## config.mk

```make
export PLATFORM = sky130hd
export DESIGN_NAME = mux_tree_pipe
export DESIGN_NICKNAME = d
export VERILOG_FILES = /design/src/rtl/mux_tree_pkg.sv /design/src/rtl/mux2_level.sv /design/src/rtl/mux_tree_pipe.sv
export SDC_FILE = /design/constraint.sdc
export NUM_CORES = 1
export LEC_CHECK = 0
export BUFFER_PORTS_ARGS = -buffer_cell sky130_fd_sc_hd__buf_2
export CAP_MARGIN = 30
export CORE_MARGIN = 3
export CORE_UTILIZATION = 50
export CTS_BUF_LIST = sky130_fd_sc_hd__clkbuf_4
export DETAILED_ROUTE_END_ITERATION = 8
export GPL_TIMING_DRIVEN = 0
export PLACE_DENSITY = 0.74
export SKIP_LAST_GASP = 1
export SLEW_MARGIN = 10
export SYNTH_ARGS = -nofsm -noshare
export SYNTH_HDL_FRONTEND = slang
export SYNTH_SLANG_ARGS = --single-unit
```

## constraint.sdc

```tcl
create_clock -name clk -period 1.59 [get_ports clk]
set_input_delay 0.318 -clock clk [delete_from_list [all_inputs] [get_ports clk]]
set_output_delay 0.318 -clock clk [all_outputs]
set_load 0.02 [all_outputs]
```

## src/rtl/mux_tree_pkg.sv

```systemverilog
// Shared sizing helpers for the pipelined N:1 mux tree.
// Gives the tree depth and the node count at each level.
package mux_tree_pkg;

   function automatic int clog2(input int v);
      int r;
      r = 0;
      for (int i = 0; i < 32; i++) begin
         if ((1 << r) < v) r++;
      end
      return r;
   endfunction

   function automatic int levels(input int n);
      return clog2(n);
   endfunction

   // Node count at level k is ceil(n / 2^k).
   function automatic int nodes_at(input int n, input int k);
      return (n + (1 << k) - 1) >> k;
   endfunction

endpackage

```

## src/rtl/mux2_level.sv

```systemverilog
// One level of the mux tree: pairs of nodes reduced by sel_i[0], odd last node passed up.
// With REG=1 the level is a handshake stage that holds {valid, nodes, sel, err} under back-pressure.
module mux2_level
   import mux_tree_pkg::*;
#(
   parameter int NI  = 2,
   parameter int W   = 8,
   parameter int SW  = 1,
   parameter int REG = 1
) (
   input  logic                          clk,
   input  logic                          rst,
   input  logic                          vld_i,
   output logic                          rdy_o,
   input  logic [NI*W-1:0]               nodes_i,
   input  logic [SW-1:0]                 sel_i,
   input  logic                          err_i,
   output logic                          vld_o,
   input  logic                          rdy_i,
   output logic [nodes_at(NI, 1)*W-1:0]  nodes_o,
   output logic [SW-1:0]                 sel_o,
   output logic                          err_o
);

   localparam int NO = nodes_at(NI, 1);

   logic [NO*W-1:0] mux_d;
   logic [SW-1:0]   sel_d;

   always_comb begin
      mux_d = '0;
      for (int j = 0; j < NI / 2; j++) begin
         mux_d[j*W +: W] = sel_i[0] ? nodes_i[(2*j+1)*W +: W] : nodes_i[(2*j)*W +: W];
      end
      if (NI % 2 == 1) begin
         mux_d[(NO-1)*W +: W] = nodes_i[(NI-1)*W +: W];
      end
   end

   // The consumed select bit is dropped; later levels see their bit at position 0.
   assign sel_d = sel_i >> 1;

   if (REG != 0) begin : g_reg
      logic            vld_q;
      logic [NO*W-1:0] nodes_q;
      logic [SW-1:0]   sel_q;
      logic            err_q;
      logic            load;

      assign load = !vld_q || rdy_i;

      always_ff @(posedge clk) begin
         if (rst) begin
            vld_q   <= 1'b0;
            nodes_q <= '0;
            sel_q   <= '0;
            err_q   <= 1'b0;
         end else if (load) begin
            vld_q   <= vld_i;
            nodes_q <= mux_d;
            sel_q   <= sel_d;
            err_q   <= err_i;
         end
      end

      assign rdy_o   = load;
      assign vld_o   = vld_q;
      assign nodes_o = nodes_q;
      assign sel_o   = sel_q;
      assign err_o   = err_q;
   end else begin : g_comb
      logic unused_clk;

      assign unused_clk = clk ^ rst;
      assign rdy_o      = rdy_i;
      assign vld_o      = vld_i;
      assign nodes_o    = mux_d;
      assign sel_o      = sel_d;
      assign err_o      = err_i;
   end

endmodule

```

## src/rtl/mux_tree_pipe.sv

```systemverilog
// Parametrised N:1 word multiplexer built as a binary tree of mux2_level stages,
// with valid/ready flow control and per-transaction out-of-range flagging.
module mux_tree_pipe
   import mux_tree_pkg::*;
#(
   parameter int N    = 9,
   parameter int W    = 8,
   parameter int PIPE = 1
) (
   input  logic                  clk,
   input  logic                  rst,
   input  logic [N*W-1:0]        in_data,
   input  logic [clog2(N)-1:0]   in_sel,
   input  logic                  in_valid,
   output logic                  in_ready,
   output logic [W-1:0]          out_data,
   output logic                  out_err,
   output logic                  out_valid,
   input  logic                  out_ready
);

   localparam int            SW    = clog2(N);
   localparam int            L     = levels(N);
   localparam logic [SW:0]   N_LIM = (SW+1)'(N);

   logic [L:0]          vld_w;
   logic [L:0]          rdy_w;
   logic [L:0]          err_w;
   logic [L:0][SW-1:0]  sel_w;
   logic                unused_sel;

   // Range check at accept; the flag then travels with the transaction.
   assign vld_w[0] = in_valid;
   assign sel_w[0] = in_sel;
   assign err_w[0] = ({1'b0, in_sel} >= N_LIM);
   assign in_ready = rdy_w[0];
   assign rdy_w[L] = out_ready;

   for (genvar k = 0; k < L; k++) begin : g_lvl
      localparam int NI   = nodes_at(N, k);
      localparam int NO   = nodes_at(N, k + 1);
      localparam int LREG = ((PIPE != 0) || (k == L - 1)) ? 1 : 0;

      logic [NI*W-1:0] nodes_in;
      logic [NO*W-1:0] nodes_out;

      if (k == 0) begin : g_src
         assign nodes_in = in_data;
      end else begin : g_src
         assign nodes_in = g_lvl[k-1].nodes_out;
      end

      mux2_level #(
         .NI  (NI),
         .W   (W),
         .SW  (SW),
         .REG (LREG)
      ) u_lvl (
         .clk     (clk),
         .rst     (rst),
         .vld_i   (vld_w[k]),
         .rdy_o   (rdy_w[k]),
         .nodes_i (nodes_in),
         .sel_i   (sel_w[k]),
         .err_i   (err_w[k]),
         .vld_o   (vld_w[k+1]),
         .rdy_i   (rdy_w[k+1]),
         .nodes_o (nodes_out),
         .sel_o   (sel_w[k+1]),
         .err_o   (err_w[k+1])
      );
   end

   // All select bits are consumed by the last level.
   assign unused_sel = ^sel_w[L];

   assign out_valid = vld_w[L];
   assign out_err   = err_w[L];
   assign out_data  = err_w[L] ? '0 : g_lvl[L-1].nodes_out;

endmodule

```

==> results_dict.tcl, run 1 <==
set metrics [dict create \
    critPathLaunchType "flop" \
    final_cell_mix "buf_2 (100), dfxtp_1 (97), mux2i_1 (65), nand2_1 (42), a21oi_1 (36)" \
    ys_seq_area_share_pct 46.5 \
    clock_sinks 102 \
    worstReg2RegStart "g_lvl[3].u_lvl.vld_o" \
    initial_core_util_pct 52.3 \
    die_y_um 99.7 \
    coreArea_um2 8380 \
    hpwlAfterDp_mm 8.20 \
    nNetsFinal 648 \
    htree_levels 3 \
    timing.final.hold_violations 0 \
    drt_iter0_drc 246 \
    cts_tree "yes" \
    synth-seq-cells 102 \
    status "finished, violations left" \
    place_congestion 0.874 \
    pin_count 91 \
    ir_drop_mv 0.476 \
    crit_end "in_ready" \
    slew_violations 0 \
    wl_per_cell_um 16.0 \
    worst_pin_slew_ns 0.796 \
    maxCapViolCount 0 \
    cts.hold.buffers_added 0 \
    die_width_um 99.7 \
    cp_data_arrival_time_ns 1.37 \
    antenna_left 0 \
    grt_overflow_total 0 \
    areaGrowthSynthToFinish_pct 18.3 \
    critPathCaptureType "primary output" \
    synth.cell_area_um2 4390 \
    drc 0 \
    avgSynthCellArea_um2 9.50 \
    setup-violations-final 1 \
    cts_buffer_depth 2 \
    die_area_um2 9930 \
    crit_path_max_fanout 3 \
    num_vias 3700 \
    cts-root-buf "clkbuf_4" \
    syn_inst 462 \
    worst-r2r-cell-count 7 \
    syn_nets 542 \
    fin_tns_setup_ns -0.0940 \
    r2r-end "g_lvl[0].u_lvl.sel_o[1]" \
    rows 33 \
    skew_ns 0.0151 \
    leakage_nw 2.16 \
    cp-startpoint "g_lvl[3].u_lvl.vld_o" \
    maxClockFrequency_mhz 594 \
    numCtsBuffers 9 \
    path_clk_slew_ns 0.15 \
    port_buffers 88 \
    first_pass_iters 4 \
    track_usage_pct 22.6 \
    hp-class "in2reg" \
    postLayoutSetupSlackWorst_ns -0.0940 \
    slew_headroom_pct 47.0 \
    grt_pass1_wl_mm 17.9 \
    rsz0062_at_grt "true" \
    r2r_slack_ns 0.10 \
    final_common_cell "buf_2" \
    total_power_mw 4.55 \
    min_period_ns 1.68 \
    antenna_found_initial 0 \
    crit_type "reg2out" \
    vias_per_cell 5.47 \
    grt_max_degree 16 \
    violations "setup timing" \
    diodes 0 \
    grt_pass1_vias 3667 \
    clk_latency_ns 0.45 \
    min_period_over_period_pct 106 \
    ys_types 25 \
    drive_above_1_share_pct 29.7 \
    power_density_nw_per_um2 877 \
    routed_wl_mm 10.8 \
    yosys_warnings 0 \
    cp_data_required_time_ns 1.27 \
]
[what timing repair did]
action,CTS,global route
setup endpoints to repair,1,33
buffers inserted,6,2
cloned,0,0
resized for setup,15,13
pin swaps,1,1
[worst min path at each step]
stage	from	end	slack, ns	cells past startpoint
4_1_cts	in_valid	g_lvl[0].u_lvl.vld_o	0.08	3
2_1_floorplan	g_lvl[2].u_lvl.err_o	g_lvl[2].u_lvl.err_o	0.43	2
3_3_place_gp	g_lvl[0].u_lvl.sel_o[2]	g_lvl[1].u_lvl.sel_o[1]	0.44	2
6_report	in_valid	g_lvl[0].u_lvl.vld_o	0.09	3
5_1_grt	in_valid	g_lvl[0].u_lvl.vld_o	0.1	3
3_5_place_dp	g_lvl[1].u_lvl.nodes_o[17]	g_lvl[1].u_lvl.nodes_o[17]	0.45	2
[power breakdown]
group          internal (mW)  switching [mW]  leakage [nW]  total (mW)
clock                  0.480           0.811        0.0697        1.29
sequential              2.69          0.0752         0.843        2.76
combinational          0.241           0.261          1.25       0.502
[cells in the mapped netlist]
| cell | instances | area [um^2] |
|---|---|---|
| a211oi_1 | 36 | 270 |
| a211oi_2 | 28 | 350 |
| a21oi_1 | 36 | 180 |
| and3b_1 | 1 | 8.76 |
| and4b_1 | 1 | 10.0 |
| buf_1 | 2 | 7.51 |
| buf_2 | 15 | 75.1 |
| buf_4 | 4 | 30.0 |
| clkbuf_1 | 22 | 82.6 |
| clkbuf_2 | 1 | 5.00 |
| dfxtp_1 | 102 | 2040 |
| inv_1 | 2 | 7.51 |
| inv_2 | 1 | 3.75 |
| mux2i_1 | 65 | 651 |
| nand2_1 | 42 | 158 |
| nand2_2 | 1 | 6.26 |
| nand2b_1 | 1 | 6.26 |
| nand3_1 | 12 | 60.1 |
| nand3b_1 | 1 | 7.51 |
| nand4b_2 | 1 | 15.0 |
| nor2_1 | 35 | 131 |
| nor2b_1 | 8 | 50.1 |
| nor3_1 | 32 | 160 |
| o21ai_0 | 12 | 60.1 |
| o31a_1 | 1 | 8.76 |
[worst max-delay path, cell delays in order (launching register included)]
cell and delay, ns:
dfxtp_4 0.38, and4b_1 0.20, buf_6 0.13, nand2_8 0.06, buf_8 0.13
[cell families after synthesis]
family,share of synthesized area (%)
multiplexers,14.8
flip-flops,46.5
AND/OR/NAND/NOR,14.0
AO/OA/AOI/OAI,19.8
buffers and inverters,4.82
[layer usage]
metal	vias to the layer above	share of wire [%]	GRT usage [%]
li1	1868	-	-
met1	1710	45	30.6
met2	112	49	37.1
met3	10	5.1	2.59
met4	0	1.0	8.40
met5	-	0	0
[sequential cells by signal (all words and copies together) (netlist names)]
register / flops
g_lvl.u_lvl.nodes_o: 88
g_lvl.u_lvl.vld_o: 4
g_lvl.u_lvl.err_o: 4
g_lvl.u_lvl.sel_o: 6
[stage by stage]
| step | setup WS (ns) | area, um^2 | util, % | cells | hold slack, ns |
|---|---|---|---|---|---|
| after floorplan | 0.125 | 4390 | - | 462 | 0.432 |
| after global placement | -0.129 | 4960 | 59.2 | 655 | 0.445 |
| after detailed placement | -0.118 | 4960 | 59.2 | 655 | 0.447 |
| after CTS | -0.213 | 5180 | 61.8 | 676 | 0.0835 |
| after global routing | -0.138 | 5190 | 61.9 | 677 | 0.0977 |
| final | -0.0940 | 5190 | 61.9 | 677 | 0.0891 |
[area by class of cell]
cell class | count | area [um^2]
Clock inverter | 5 | 51.3
Sequential cell | 102 | 2050
Clock buffer | 10 | 75.1
Tap cell | 105 | 131
Inverter | 3 | 11.3
Fill cell | 717 | 3190
Buffer | 43 | 206
Multi-Input combinational cell | 313 | 2150
Timing Repair Buffer | 96 | 510
(Power assumes the default switching activity.)
==> run 2: changes to the inputs <==
Settings changed: CTS_CLUSTER_SIZE set to 10, PLACE_DENSITY 0.74 to 0.77.
==> run 2 against run 1 <==
The run still ends with setup timing left. Clock-buffer cell count is 1 higher. Cell count is 0.15% lower. Flip-flop and latch count stayed put. Critical path depth stayed put. Fmax is 0.94% higher.
==> results_dict.tcl, run 2 (synthesis results as in run 1) <==
set metrics [dict create \
    status "finished, violations left" \
    violations "setup timing" \
    hold_start "in_valid" \
    nNetsFinal 647 \
    first_pass_iters 4 \
    cp_data_arrival_time_ns 1.35 \
    antenna_left 0 \
    cts_tree "yes" \
    track_usage_pct 22.7 \
    placedCellCount 655 \
    largest_register_ffs 88 \
    cts-root-buf "clkbuf_4" \
    path_clk_slew_ns 0.14 \
    timing.final.hold_violations 0 \
    drt_iter0_drc 154 \
    cts_buffer_depth 2 \
    ir_drop_mv 0.429 \
    areaGrowthSynthToFinish_pct 19.5 \
    rsz0062_at_grt "true" \
    stdcell_area_um2 5240 \
    cp-startpoint "g_lvl[2].u_lvl.vld_o" \
    slew_headroom_pct 49.8 \
    place_area_um2 4960 \
    final_common_cell "buf_2" \
    rows 33 \
    grt_overflow_total 0 \
    drive_above_1_share_pct 29.9 \
    min_period_over_period_pct 105 \
    pin_count 91 \
    wl_per_cell_um 16.2 \
    antenna_found_initial 0 \
    die_width_um 99.7 \
    die_area_um2 9930 \
    clk_latency_ns 0.44 \
    crit_type "reg2out" \
    critPathLaunchType "flop" \
    grt_pass1_wl_mm 18.0 \
    worst_pin_slew_ns 0.753 \
    num_vias 3753 \
    hp-class "in2reg" \
    die_y_um 99.7 \
    postLayoutSetupSlackWorst_ns -0.0782 \
    cts.hold.buffers_added 0 \
    slew_violations 0 \
    numCtsBuffers 9 \
    leakage_nw 2.18 \
    grt_pass1_vias 3746 \
    maxCapViolCount 0 \
    initial_core_util_pct 52.3 \
    maxClockFrequency_mhz 599 \
    routed_wl_mm 10.9 \
    port_buffers 88 \
    critPathCaptureType "primary output" \
    htree_levels 3 \
    skew_ns 0.0198 \
    vias_per_cell 5.55 \
    clock_sinks 102 \
    grt_max_degree 16 \
    final_cell_mix "buf_2 (99), dfxtp_1 (97), mux2i_1 (65), nand2_1 (42), a211oi_1 (36)" \
    fin_cells 676 \
    power_density_nw_per_um2 904 \
    setup-violations-final 1 \
    cp_data_required_time_ns 1.27 \
    crit_path_max_fanout 3 \
    coreArea_um2 8380 \
    min_period_ns 1.67 \
    diodes 0 \
    worstReg2RegStart "g_lvl[3].u_lvl.vld_o" \
    drc 0 \
    place_congestion 0.844 \
    hpwlAfterDp_mm 8.07 \
]
## run 2: worst paths after layout
kind | end | slack [ns] | depth (start not counted)
setup reg to reg | g_lvl[1].u_lvl.nodes_o[5] | 0.10 | 5
setup / recovery | in_ready | -0.08 | 4
hold / removal | g_lvl[0].u_lvl.vld_o | 0.10 | 3
hold reg to reg | g_lvl[1].u_lvl.sel_o[1] | 0.46 | 2
## run 2: worst max-delay path, cell delays in order, from the launching register on
cell and delay (ns):
dfxtp_4 0.37, and4b_1 0.22, buf_6 0.13, nand2_8 0.06
buf_8 0.13
## run 2: repair_timing
| item | in CTS | in global routing |
|---|---|---|
| cloned | 0 | 1 |
| hold endpoints to repair | 0 | 0 |
| resized for setup | 15 | 22 |
| setup buffers | 6 | 1 |
| setup endpoints to repair | 1 | 37 |
| pin swaps | 1 | 2 |
## run 2: cell type report
type                    count  area, um^2
plain buffers              43         219
clock buffers              11        82.6
clock inverters             4        72.6
fillers                   705        3140
inverters                   3        11.3
multi-input cells         313        2150
flip-flops and latches    102        2050
well taps                 105         131
repair buffers             95         520
## run 2: per-layer routing
layer  wire length [um]  track usage [%]  up-vias  share of wire [%]
li1                   -                -     1877                  -
met1               4800             30.3     1708                 44
met2               5190             36.9      143                 47
met3                689             3.44       25                6.3
met4                265             9.03        0                2.4
met5                  0                0        -                  0
## run 2: power by group
| group | leakage (nW) | internal, mW | switching (mW) |
|---|---|---|---|
| Clock | 0.0846 | 0.665 | 0.808 |
| Combinational | 1.26 | 0.240 | 0.258 |
| Sequential | 0.843 | 2.69 | 0.0783 |
## run 2: through the flow
step           power, mW  hold slack, ns  util, %  TNS (ns)  worst slack, ns
2_1_floorplan       3.11           0.432        -         0            0.125
3_3_place_gp        3.29           0.445     59.2    -0.131           -0.131
3_5_place_dp        3.31           0.450     59.2    -0.132           -0.132
4_1_cts             4.75           0.103     62.2    -0.217           -0.217
5_1_grt             4.91           0.105     62.5    -0.172           -0.148
6_report            4.74           0.102     62.5   -0.0782          -0.0782
==> run 3: changes to the inputs <==
Settings changed: RECOVER_POWER set to 25.
==> run 3 against run 2 <==
The flow still finishes with violations (setup timing). Sequential share of layout area hardly changed. Wire length is 0.33% higher. Utilization is essentially flat. Setup slack got worse by 0.00089 ns. Die area unchanged. Clock skew about the same. Non-clock buffer count is the same. Clock-buffer cell count is the same. Power is essentially flat. Via count is 0.99% higher.
==> results_dict.tcl, run 3 (synthesis results as in run 1) <==
set metrics [dict create \
    drt_iter0_drc 179 \
    coreArea_um2 8380 \
    r2r-end "g_lvl[3].u_lvl.nodes_o[6]" \
    hold_start "in_valid" \
    clk_latency_ns 0.44 \
    die_width_um 99.7 \
    slew_violations 0 \
    critPathLaunchType "flop" \
    pin_count 91 \
    antenna_found_initial 0 \
    diodes 0 \
    met3_usage_pct 3.44 \
    skew_ns 0.0198 \
    worstReg2RegStart "g_lvl[3].u_lvl.vld_o" \
    timing.final.hold_violations 0 \
    cts.hold.buffers_added 0 \
    hp-class "in2reg" \
    drive_above_1_share_pct 29.8 \
    routed_wl_mm 11.0 \
    cts_buffer_depth 2 \
    power_density_nw_per_um2 904 \
    grt_pass1_wl_mm 18.0 \
    htree_levels 3 \
    leakage_nw 2.18 \
    die_area_um2 9930 \
    maxClockFrequency_mhz 599 \
    crit_end "in_ready" \
    place_congestion 0.844 \
    min_period_over_period_pct 105 \
    min_period_ns 1.67 \
    comb_power_share_pct 10.5 \
    grt_overflow_total 0 \
    drc 0 \
    cp-startpoint "g_lvl[2].u_lvl.vld_o" \
    antenna_left 0 \
    stdcell_area_um2 5240 \
    path_clk_slew_ns 0.15 \
    clock_sinks 102 \
    grt_max_degree 16 \
    final_cell_mix "buf_2 (97), dfxtp_1 (97), mux2i_1 (65), nand2_1 (42), a211oi_1 (36)" \
    largest_register_ffs 88 \
    cp_data_required_time_ns 1.27 \
    critPathCaptureType "primary output" \
    rsz0062_at_grt "true" \
    switching_share_pct 24.1 \
    areaGrowthSynthToFinish_pct 19.4 \
    ir_drop_mv 0.434 \
    num_vias 3790 \
    power_frac_clock_pct 31.1 \
    place_area_um2 4960 \
    whs_ns 0.0977 \
    track_usage_pct 22.7 \
    rows 33 \
    violations "setup timing" \
    first_pass_iters 5 \
    cp_data_arrival_time_ns 1.35 \
    wl_per_cell_um 16.2 \
    r2r_slack_ns 0.04 \
    status "finished, violations left" \
    p_int_mw 3.59 \
    worst_pin_slew_ns 0.766 \
    grt.busiest_layer "met2" \
    cts_tree "yes" \
    die_y_um 99.7 \
    met2_usage_pct 36.9 \
    numCtsBuffers 9 \
    power_switching_mw 1.14 \
    postLayoutSetupSlackWorst_ns -0.0791 \
    slew_headroom_pct 49.0 \
    hpwlAfterDp_mm 8.07 \
    setup-violations-final 1 \
    cts-root-buf "clkbuf_4" \
    fillers 706 \
    nNetsFinal 647 \
    initial_core_util_pct 52.3 \
    grt_util_met1_pct 30.3 \
    worst-r2r-cell-count 6 \
    crit_type "reg2out" \
    crit_path_max_fanout 3 \
    vias_per_cell 5.61 \
    maxCapViolCount 0 \
    grt_pass1_vias 3746 \
    port_buffers 88 \
    p_seq_share_pct 58.4 \
]
==> run 3: power groups by stage <==
stage | sequential, mW | clock, mW | combinational (mW)
2_1_floorplan | 2.80 | 0 | 0.315
3_3_place_gp | 2.82 | 0 | 0.477
3_5_place_dp | 2.82 | 0 | 0.489
4_1_cts | 2.76 | 1.49 | 0.497
5_1_grt | 2.78 | 1.58 | 0.549
6_report | 2.76 | 1.47 | 0.497
==> run 3: what timing repair did <==
item,CTS,global route
endpoints found under the hold margin,0,0
setup endpoints to repair,1,37
buffers inserted,6,1
pin swaps,1,2
gates resized for setup,15,22
gates cloned,0,1
==> run 3: through the flow <==
step           instances  total power, mW  util (%)  TNS [ns]  setup WS [ns]
6_report             676             4.73      62.5   -0.0791        -0.0791
5_1_grt              676             4.91      62.5    -0.766         -0.148
4_1_cts              676             4.75      62.2    -0.217         -0.217
3_5_place_dp         655             3.31      59.2    -0.132         -0.132
3_3_place_gp         655             3.29      59.2    -0.131         -0.131
2_1_floorplan        462             3.11         -         0          0.125
==> run 3: how the worst min path moves through the flow <==
stage | endpoint | slack (ns) | cells past startpoint
3_3_place_gp | g_lvl[1].u_lvl.nodes_o[20] | 0.44 | 2
5_1_grt | g_lvl[0].u_lvl.vld_o | 0.10 | 3
6_report | g_lvl[0].u_lvl.vld_o | 0.1 | 3
3_5_place_dp | g_lvl[2].u_lvl.nodes_o[14] | 0.45 | 2
4_1_cts | g_lvl[0].u_lvl.vld_o | 0.10 | 3
2_1_floorplan | g_lvl[2].u_lvl.err_o | 0.43 | 2
==> run 3: layout make-up <==
cell class,count,area (um^2),area share [%]
multi-input combinational,313,2150,41.1
sequential,102,2050,39.2
timing repair buffer,95,518,9.89
buffer,43,218,4.16
tap,105,131,2.51
clock buffer,11,82.6,1.58
clock inverter,4,72.6,1.39
inverter,3,11.3,0.215
==> run 3: critical path, stage by stage (launching register included) <==
cell,delay [ns]
dfxtp_4,0.37
and4b_1,0.21
buf_6,0.13
nand2_8,0.06
buf_8,0.13
==> run 3: per-layer routing <==
layer	vias up	wire length, um
met5	-	0
met4	0	255
met3	23	672
met2	162	5230
met1	1730	4830
li1	1875	-
